### src/rtl/pulse_scheduler.sv
// Frame sequencer: plays a host-configured slot table, one channel sync per slot,
// holding that slot's pulse parameters on a shared bus for the slot's duration.
module pulse_scheduler #(
  parameter int unsigned CHANNELS = 4,
  parameter int unsigned SLOTS    = 8
) (
  input  logic                rst_n,
  input  logic                hi_clk,
  input  logic                i_enable,
  input  logic                i_frame_start,
  input  logic [4:0]          i_slot_count,
  input  logic                i_cfg_we,
  input  logic [3:0]          i_cfg_addr,
  input  logic [3:0]          i_cfg_ch,
  input  logic [7:0]          i_cfg_hit_len,
  input  logic [7:0]          i_cfg_gnd_len,
  input  logic [3:0]          i_cfg_pulse_count,
  input  logic [15:0]         i_cfg_hush_len,
  input  logic [15:0]         i_cfg_slot_len,
  output logic [CHANNELS-1:0] o_sync,
  output logic [7:0]          o_hit_len,
  output logic [7:0]          o_gnd_len,
  output logic [3:0]          o_pulse_count,
  output logic [15:0]         o_hush_len,
  output logic [3:0]          o_slot,
  output logic                o_busy,
  output logic                o_frame_done,
  output logic                o_overrun
);

  localparam int unsigned TAB_DEPTH = 16;
  localparam int unsigned LEN_W     = 16;
  localparam int unsigned CNT_W     = 5;

  typedef struct packed {
    logic [3:0]       ch;
    logic [7:0]       hit;
    logic [7:0]       gnd;
    logic [3:0]       pcount;
    logic [15:0]      hush;
    logic [LEN_W-1:0] slot_len;
  } slot_entry_t;

  typedef enum logic [1:0] {IDLE, SYNC, WAIT, DONE} state_t;

  state_t             state;
  slot_entry_t        tab [TAB_DEPTH];
  logic               prev_fs;
  logic [LEN_W-1:0]   cnt;
  logic [LEN_W-1:0]   eff_len;
  logic [CNT_W-1:0]   frame_cnt;

  logic               fs_edge;
  logic [CNT_W-1:0]   cnt_clamped;
  logic [3:0]         ld_idx;
  slot_entry_t        ld;
  logic [LEN_W-1:0]   ld_eff;
  logic [CHANNELS-1:0] ld_sync;
  logic               last_tick;
  logic               more_slots;

  // Slot table: not reset; only indices below SLOTS are ever written or played
  always_ff @(posedge hi_clk) begin
    if (i_cfg_we && (CNT_W'(i_cfg_addr) < CNT_W'(SLOTS)))
      tab[i_cfg_addr] <= {i_cfg_ch, i_cfg_hit_len, i_cfg_gnd_len,
                          i_cfg_pulse_count, i_cfg_hush_len, i_cfg_slot_len};
  end

  // Entry to load next: slot 0 from IDLE, otherwise the slot after the current one
  always_comb begin
    fs_edge     = i_frame_start & ~prev_fs;
    cnt_clamped = (i_slot_count > CNT_W'(SLOTS)) ? CNT_W'(SLOTS) : i_slot_count;
    ld_idx      = (state == IDLE) ? 4'd0 : o_slot + 4'd1;
    ld          = tab[ld_idx];
    ld_eff      = (ld.slot_len < LEN_W'(2)) ? LEN_W'(2) : ld.slot_len;
    ld_sync     = '0;
    for (int unsigned i = 0; i < CHANNELS; i++) begin
      if (ld.ch == 4'(i)) ld_sync[i] = 1'b1;
    end
    last_tick   = (cnt == eff_len - LEN_W'(1));
    more_slots  = (CNT_W'(o_slot) + CNT_W'(1)) < frame_cnt;
  end

  always_ff @(posedge hi_clk or negedge rst_n) begin
    if (!rst_n) begin
      state         <= IDLE;
      prev_fs       <= 1'b0;
      cnt           <= '0;
      eff_len       <= '0;
      frame_cnt     <= '0;
      o_sync        <= '0;
      o_hit_len     <= '0;
      o_gnd_len     <= '0;
      o_pulse_count <= '0;
      o_hush_len    <= '0;
      o_slot        <= '0;
      o_busy        <= 1'b0;
      o_frame_done  <= 1'b0;
      o_overrun     <= 1'b0;
    end else begin
      prev_fs      <= i_frame_start;
      o_sync       <= '0;
      o_frame_done <= 1'b0;
      o_overrun    <= fs_edge && (state != IDLE);
      case (state)
        IDLE: begin
          if (fs_edge && i_enable && (cnt_clamped != '0)) begin
            o_sync        <= ld_sync;
            o_hit_len     <= ld.hit;
            o_gnd_len     <= ld.gnd;
            o_pulse_count <= ld.pcount;
            o_hush_len    <= ld.hush;
            eff_len       <= ld_eff;
            cnt           <= '0;
            o_slot        <= '0;
            o_busy        <= 1'b1;
            frame_cnt     <= cnt_clamped;
            state         <= SYNC;
          end
        end
        SYNC: begin
          cnt   <= cnt + LEN_W'(1);
          state <= WAIT;
        end
        WAIT: begin
          if (!last_tick) begin
            cnt <= cnt + LEN_W'(1);
          end else if (!i_enable) begin
            o_busy <= 1'b0;
            state  <= IDLE;
          end else if (more_slots) begin
            o_sync        <= ld_sync;
            o_hit_len     <= ld.hit;
            o_gnd_len     <= ld.gnd;
            o_pulse_count <= ld.pcount;
            o_hush_len    <= ld.hush;
            eff_len       <= ld_eff;
            cnt           <= '0;
            o_slot        <= o_slot + 4'd1;
            state         <= SYNC;
          end else begin
            o_frame_done <= 1'b1;
            state        <= DONE;
          end
        end
        DONE: begin
          o_busy <= 1'b0;
          state  <= IDLE;
        end
        default: state <= IDLE;
      endcase
    end
  end

endmodule

### config.mk
export PLATFORM = sky130hd
export DESIGN_NAME = pulse_scheduler
export DESIGN_NICKNAME = d
export VERILOG_FILES = /design/src/rtl/pulse_scheduler.sv
export SDC_FILE = /design/constraint.sdc
export NUM_CORES = 1
export LEC_CHECK = 0
export ABC_AREA = 1
export BUFFER_PORTS_ARGS = -buffer_cell sky130_fd_sc_hd__buf_2
export CAP_MARGIN = 0
export CELL_PAD_IN_SITES_DETAIL_PLACEMENT = 2
export CELL_PAD_IN_SITES_GLOBAL_PLACEMENT = 2
export CORE_AREA = 10 10 348 316
export DETAILED_ROUTE_END_ITERATION = 6
export DIE_AREA = 0 0 358 326
export PLACE_DENSITY_LB_ADDON = 0.15
export SKIP_CTS_REPAIR_TIMING = 1
export SLEW_MARGIN = 20
export SYNTH_ARGS = -nofsm -noshare
export SYNTH_HDL_FRONTEND = slang
export SYNTH_SLANG_ARGS = --single-unit
export TNS_END_PERCENT = 10
### constraint.sdc
create_clock -name hi_clk -period 2.2 [get_ports hi_clk]
set_input_delay 0.33 -clock hi_clk [delete_from_list [all_inputs] [get_ports hi_clk]]
set_output_delay 0.33 -clock hi_clk [all_outputs]
set_load 0.05 [all_outputs]
==> results.ini, run 1 <==
[outcome]
status = finished with violations
violations = setup timing

[floorplanning]
pin_count = 117
fp.dieW_um = 358
die_area_um2 = 117000
die_h_um = 326
rows = 112
start_util = 0.386
core_area_um2 = 103000

[yosys]
ys_ff_latch = 983
yosysWarnings = 0
synth_flop_cell = edfxtp_1
ys_seq_area_frac = 0.732
avgSynthCellArea_um2 = 12.3
synth_area_um2 = 39700
syn_inst = 3221
synthDistinctLibCells = 45
ys_async_sr_fraction = 0.0885
synth_edf_count = 896

[clock_network]
cts_buffers = 105
cts_tree = yes
insertion_delay_ns = 0.69
htreeDepth = 3
cts_sinks = 983
clk_pin_slew_worst_paths_ns = 0.06
cts-root-buf = clkbuf_16
clk_path_buf_depth = 3

[route]
wl_mm = 136
vias = 28800
wire_per_inst_um = 24.8
via_per_inst = 5.23
dr.pass1.iters = 5
first_iter_violations = 1981
ant_nets = 0
drc = 0

[worst_setup_path]
critPathCaptureType = flop
startpoint_type = flop
cp_max_fo = 7
critPathRequiredTime_ns = 2.76
crit_arrival_ns = 3.24
crit_type = flop to flop
crit_chain = nor2_1, nand2_1, buf_4, o21ai_0, nand3_1, nand2_1, nor2_1, nand2_1, nor2_2, nand2_1, nand2_2, nand3_4, buf_12, clkinv_16, clkbuf_16, nand2_1, nand2_1
cpMostUsedCell = nand2_1
slowest_delay_ns = 0.46
cpMaxStageDelayCell = dfrtp_2

[sta]
final_hold_viol_count = 0
tightest_slew_ns = 0.590
slew_viol_final = 0
setup_viol = 79
setup_slack_ns = -0.474
fin_crit_ns = 2.67
fin_crit_sh = 1.22
slew_headroom = 0.607
finClkSkew_ns = 0.0336
rsz0062_at_grt = true
max_clock_freq_mhz = 374
fin_hold_ws_ns = 0.0292

[grt]
grt_overflow = 0
grt_max_degree = 54
grt_first_pass_wirelength_mm = 198
antenna_found_initial = 19
grt_usage = 0.221
grt_pass1_vias = 32500

[power_and_ir_drop]
p_per_area_nw_per_um2 = 792
power.leakage_nw = 19.9
ir_worst_vdd_uv = 687

[placement]
gp_congestion = 0.789
port_buffers = 116
pre_cts_ws_ns = -0.475
dp_hpwl_mm = 84.5

[hold_path]
worstHoldPathType = primary input to flop

[run]
drv_cap = 0

[cells_and_area]
utilization = 0.494
syn_to_final_growth_pct = 27.8
multi_input_area_um2 = 11300
fillers = 10200
nets = 4123
drive_gt1_frac = 0.174
regArea_um2 = 29100

==> power breakdown <==
| part | internal (mW) | switching, mW | total, mW |
|---|---|---|---|
| Clock | 9.95 | 7.62 | 17.6 |
| Sequential | 21.3 | 0.255 | 21.5 |
| Combinational | 0.310 | 0.811 | 1.12 |
| Total | 31.5 | 8.68 | 40.2 |
==> cell type report <==
cell class / count / area share
Sequential cell: 983 / 0.573
Multi-Input combinational cell: 2321 / 0.223
Timing Repair Buffer: 465 / 0.0916
Clock buffer: 135 / 0.0562
Tap cell: 1368 / 0.0337
Inverter: 166 / 0.0132
Clock inverter: 61 / 0.00978
Antenna cell: 8 / 0.000394
==> per-stage QoR <==
step	power, mW	TNS (ns)	instance area [µm²]	std cells
finish	40.2	-30.88	50800	5507
global route	41.5	-39.42	50800	5505
CTS	40.5	-36.25	49700	5460
detailed placement	23.0	-32.26	46400	5264
global placement	22.8	-23.40	46400	5264
floorplan	22.3	-299.51	41500	3668
==> cells by family after synthesis <==
group	synth area share
XOR/XNOR	0.00485
adder cells (fa/ha/maj)	0.00346
buffers and inverters	0.0381
other	0.0000944
flip-flops	0.732
AO/OA/AOI/OAI	0.0971
AND/OR/NAND/NOR	0.124
==> worst max-delay path, delay by kind of cell, from the launching register on <==
family / cells / cell delay [ns]
AND/OR/NAND/NOR: 12 / 1.13
buffers and inverters: 4 / 0.66
flip-flops: 1 / 0.46
AO/OA/AOI/OAI: 1 / 0.27
==> flip-flops by register name (all words and copies together), names as in the netlist <==
signal,flops
prev_fs,1
eff_len,16
o_hit_len,8
o_pulse_count,4
o_overrun,1
o_hush_len,16
tab,896
o_gnd_len,8
o_sync,4
o_frame_done,1
state,2
o_busy,1
cnt,16
frame_cnt,5
o_slot,4
==> Yosys cell counts, types with 9 or more instances <==
master,count,area [µm²]
edfxtp_1,896,26900
nand2_1,639,2400
xnor2_1,9,78.8
xor2_1,13,114
o211ai_1,12,90.1
nor2_1,277,1040
buf_1,26,97.6
buf_2,68,340
nand3_1,220,1100
nor3_1,10,50.1
a22oi_1,136,1020
nand4_1,12,75.1
inv_1,160,601
clkbuf_1,93,349
ha_1,11,138
dfrtp_1,87,2180
o22ai_1,167,1040
o311ai_0,11,96.3
o21ai_0,160,801
a21oi_1,148,741
==> path summary, 6_finish.rpt <==
check | startpoint | to | slack (ns) | cells after the start
worst max register to register | eff_len[3] | o_hit_len[3] | -0.47 | 17
worst max-delay path | eff_len[3] | o_hit_len[3] | -0.47 | 17
max in group asynchronous | rst_n | o_gnd_len[6] | 1.26 | 3
min in group asynchronous | rst_n | o_overrun | 0.22 | 2
worst min register to register | frame_cnt[4] | frame_cnt[4] | 0.49 | 2
worst min-delay path | i_cfg_slot_len[5] | tab[0][5] | 0.03 | 1
==> layout by cell type (no fill, tap or decap), drive strengths merged, types with 9 or more instances in the layout <==
cell type	count
nor2	285
a21oi	148
o21ai	160
conb	448
nor3	10
edfxtp	896
nand3	221
ha	11
a22oi	136
o211ai	12
o311ai	12
clkinv	52
nand2	643
nand4	12
dfrtp	87
clkbuf	148
buf	447
inv	164
xor2	13
xnor2	9
o22ai	167
==> per-layer routing <==
layer | share of wire | vias up | global-route usage
met1 | 0.42 | 15100 | 0.277
met5 | 0.00043 | - | 0
li1 | - | 12900 | -
met2 | 0.51 | 662 | 0.388
met4 | 0.026 | 8 | 0.0659
met3 | 0.047 | 228 | 0.0348
Power figures use the tool's default switching activity.
==> run 2: changes to the inputs <==
clock period = 2.4 ns   (was 2.2 ns; I/O delays follow)
==> results.ini, run 2 (synthesized netlist as in run 1, its figures left out) <==
[sta]
rsz0062_at_grt = true  ; unchanged
setup_slack_ns = -0.229  ; was -0.474 ns
finClkSkew_ns = 0.0441  ; was 0.0336 ns
slew_headroom = 0.602  ; was 0.607
setup_viol = 75  ; was 79
slew_viol_final = 0  ; unchanged
max_clock_freq_mhz = 380  ; was 374 MHz
tightest_slew_ns = 0.597  ; was 0.590 ns
setup-tns-final_ns = -11.66  ; was -30.88 ns
fin_crit_ns = 2.63  ; was 2.67 ns
final_hold_viol_count = 0  ; unchanged
fin_crit_sh = 1.10  ; was 1.22

[power_and_ir_drop]
pwr-share-comb = 0.027  ; was 0.028
p_per_area_nw_per_um2 = 738  ; was 792 nW/µm²
switching_share = 0.216  ; about the same
pwr-share-seq = 0.526  ; was 0.535
clkPwrFrac = 0.446  ; was 0.437
p_sw_mw = 8.11  ; was 8.68 mW
p_int_mw = 29.4  ; was 31.5 mW
power.leakage_nw = 19.9  ; about the same
ir_worst_vdd_uv = 564  ; was 687 µV

[route]
first_iter_violations = 2242  ; was 1981
via_per_inst = 5.27  ; was 5.23
dr.pass1.iters = 7  ; was 5
ant_nets = 0  ; unchanged
drc = 0  ; unchanged
vias = 28900  ; was 28800
wl_mm = 140  ; was 136 mm
wire_per_inst_um = 25.6  ; was 24.8 µm

[clock_network]
htreeDepth = 3  ; unchanged
cts-root-buf = clkbuf_16  ; unchanged
clk_path_buf_depth = 3  ; unchanged
clk_pin_slew_worst_paths_ns = 0.06  ; about the same
cts_sinks = 983  ; unchanged
cts_buffers = 107  ; was 105
cts_tree = yes  ; unchanged
insertion_delay_ns = 0.72  ; was 0.69 ns

[cells_and_area]
nets = 4090  ; was 4123
drive_gt1_frac = 0.180  ; was 0.174
multi_input_area_um2 = 11600  ; was 11300 µm²
fillers = 10200  ; about the same
largest_register_ffs = 896  ; unchanged
regArea_um2 = 29100  ; about the same
final_common_cell = edfxtp_1  ; unchanged
final_area_um2 = 50900  ; was 50800 µm²
layout_common_cells = edfxtp_1 (896), nand2_1 (596), conb_1 (448)  ; was edfxtp_1 (896), nand2_1 (616), conb_1 (448)
syn_to_final_growth_pct = 28.0  ; was 27.8%
largest_register = tab  ; unchanged

[worst_setup_path]
critPathRequiredTime_ns = 3.04  ; was 2.76 ns
cpMaxStageDelayCell = dfrtp_1  ; was dfrtp_2
slowest_delay_ns = 0.39  ; was 0.46 ns
critPathCaptureType = flop  ; unchanged
critPathBufInv = 5  ; was 4
critPathTopFamily = simple AND/OR/NAND/NOR gates  ; unchanged
cp_max_fo = 8  ; was 7
crit_arrival_ns = 3.27  ; was 3.24 ns
startpoint_type = flop  ; unchanged
crit_chain = inv_2, buf_4, nand2_1, nor2_2, nand3_1, nand3_2, nand2_1, nor2_1, nand2_1, nor2_4, nand2_2, nand2_4, nand3_4, buf_12, inv_12, clkbuf_16, nand2_1, nand2_1  ; was nor2_1, nand2_1, buf_4, o21ai_0, nand3_1, nand2_1, nor2_1, nand2_1, nor2_2, nand2_1, nand2_2, nand3_4, buf_12, clkinv_16, clkbuf_16, nand2_1, nand2_1
cpMostUsedCell = nand2_1  ; unchanged
crit_type = flop to flop  ; unchanged

[placement]
dp_hpwl_mm = 82.5  ; was 84.5 mm
placed_area_um2 = 45800  ; was 46400 µm²
port_buffers = 116  ; unchanged
gp_congestion = 0.800  ; was 0.789

[floorplanning]
fp.dieW_um = 358  ; unchanged
rows = 112  ; unchanged
die_h_um = 326  ; unchanged
core_area_um2 = 103000  ; unchanged
pin_count = 117  ; unchanged
start_util = 0.386  ; unchanged
die_area_um2 = 117000  ; unchanged

[grt]
grt_max_degree = 69  ; was 54
antenna_found_initial = 12  ; was 19
grt_usage = 0.224  ; was 0.221
grt_overflow = 0  ; unchanged
grt_first_pass_wirelength_mm = 200  ; was 198 mm
grt_pass1_vias = 32100  ; was 32500

[run]
drv_cap = 0  ; unchanged

[outcome]
status = finished with violations  ; unchanged
violations = setup timing  ; unchanged

[hold_path]
worstHoldPathType = primary input to flop  ; unchanged

run 2: cell types whose count changed in the layout (fill, tap and decap cells not counted), moves of 8 or more:
cell      change
nand2_2      +12
clkbuf_1     +25
nand2_1      -20
nand2_4       +8
clkbuf_8      +9
buf_6        +10
buf_4        -33
nand3_1       -8
clkinv_1     -22
buf_12       -17
clkinv_2      -8
run 2: metrics by stage:
step	utilization	std cells	hold WS, ns	setup slack (ns)	power (mW)
6_report	0.495	5480	0.0266	-0.229	37.5
5_1_grt	0.495	5478	0.0177	-0.371	38.7
4_1_cts	0.480	5413	-0.423	-0.340	37.8
3_5_place_dp	0.445	5210	0.338	-0.320	21.0
3_3_place_gp	0.445	5210	0.331	-0.200	20.9
2_1_floorplan	-	3668	0.0644	-0.557	20.5
run 2: path summary, 6_finish.rpt:
| check | start | to | slack, ns | cells past startpoint |
|---|---|---|---|---|
| max | eff_len[0] | o_hit_len[7] | -0.23 | 18 |
| min | i_cfg_pulse_count[3] | tab[0][35] | 0.03 | 1 |
| max reg2reg | eff_len[0] | o_hit_len[7] | -0.23 | 18 |
| min reg2reg | frame_cnt[4] | frame_cnt[4] | 0.48 | 2 |
| max in group asynchronous | rst_n | eff_len[6] | 1.58 | 3 |
| min in group asynchronous | rst_n | cnt[5] | 0.16 | 2 |
run 2: area by class of cell:
| cell class | instances | share of cell area |
|---|---|---|
| Timing Repair Buffer | 429 | 0.0841 |
| Clock inverter | 33 | 0.00826 |
| Inverter | 166 | 0.0129 |
| Sequential cell | 983 | 0.572 |
| Multi-Input combinational cell | 2322 | 0.228 |
| Antenna cell | 9 | 0.000443 |
| Clock buffer | 170 | 0.0609 |
| Tap cell | 1368 | 0.0336 |
run 2: metal layers:
metal / GRT usage / vias to the layer above / share of wire
li1: - / 12800 / -
met1: 0.293 / 15200 / 0.43
met2: 0.382 / 622 / 0.51
met3: 0.0309 / 213 / 0.038
met4: 0.0675 / 4 / 0.026
met5: 0 / - / 0.00015
run 2: power by group through the flow:
| stage | clock [mW] | sequential, mW | combinational [mW] |
|---|---|---|---|
| after floorplan | 0 | 20.0 | 0.455 |
| after global routing | 17.7 | 19.8 | 1.16 |
| after CTS | 17.1 | 19.8 | 0.965 |
| after detailed placement | 0 | 20.1 | 0.948 |
| final | 16.8 | 19.8 | 1.02 |
| after global placement | 0 | 20.0 | 0.870 |
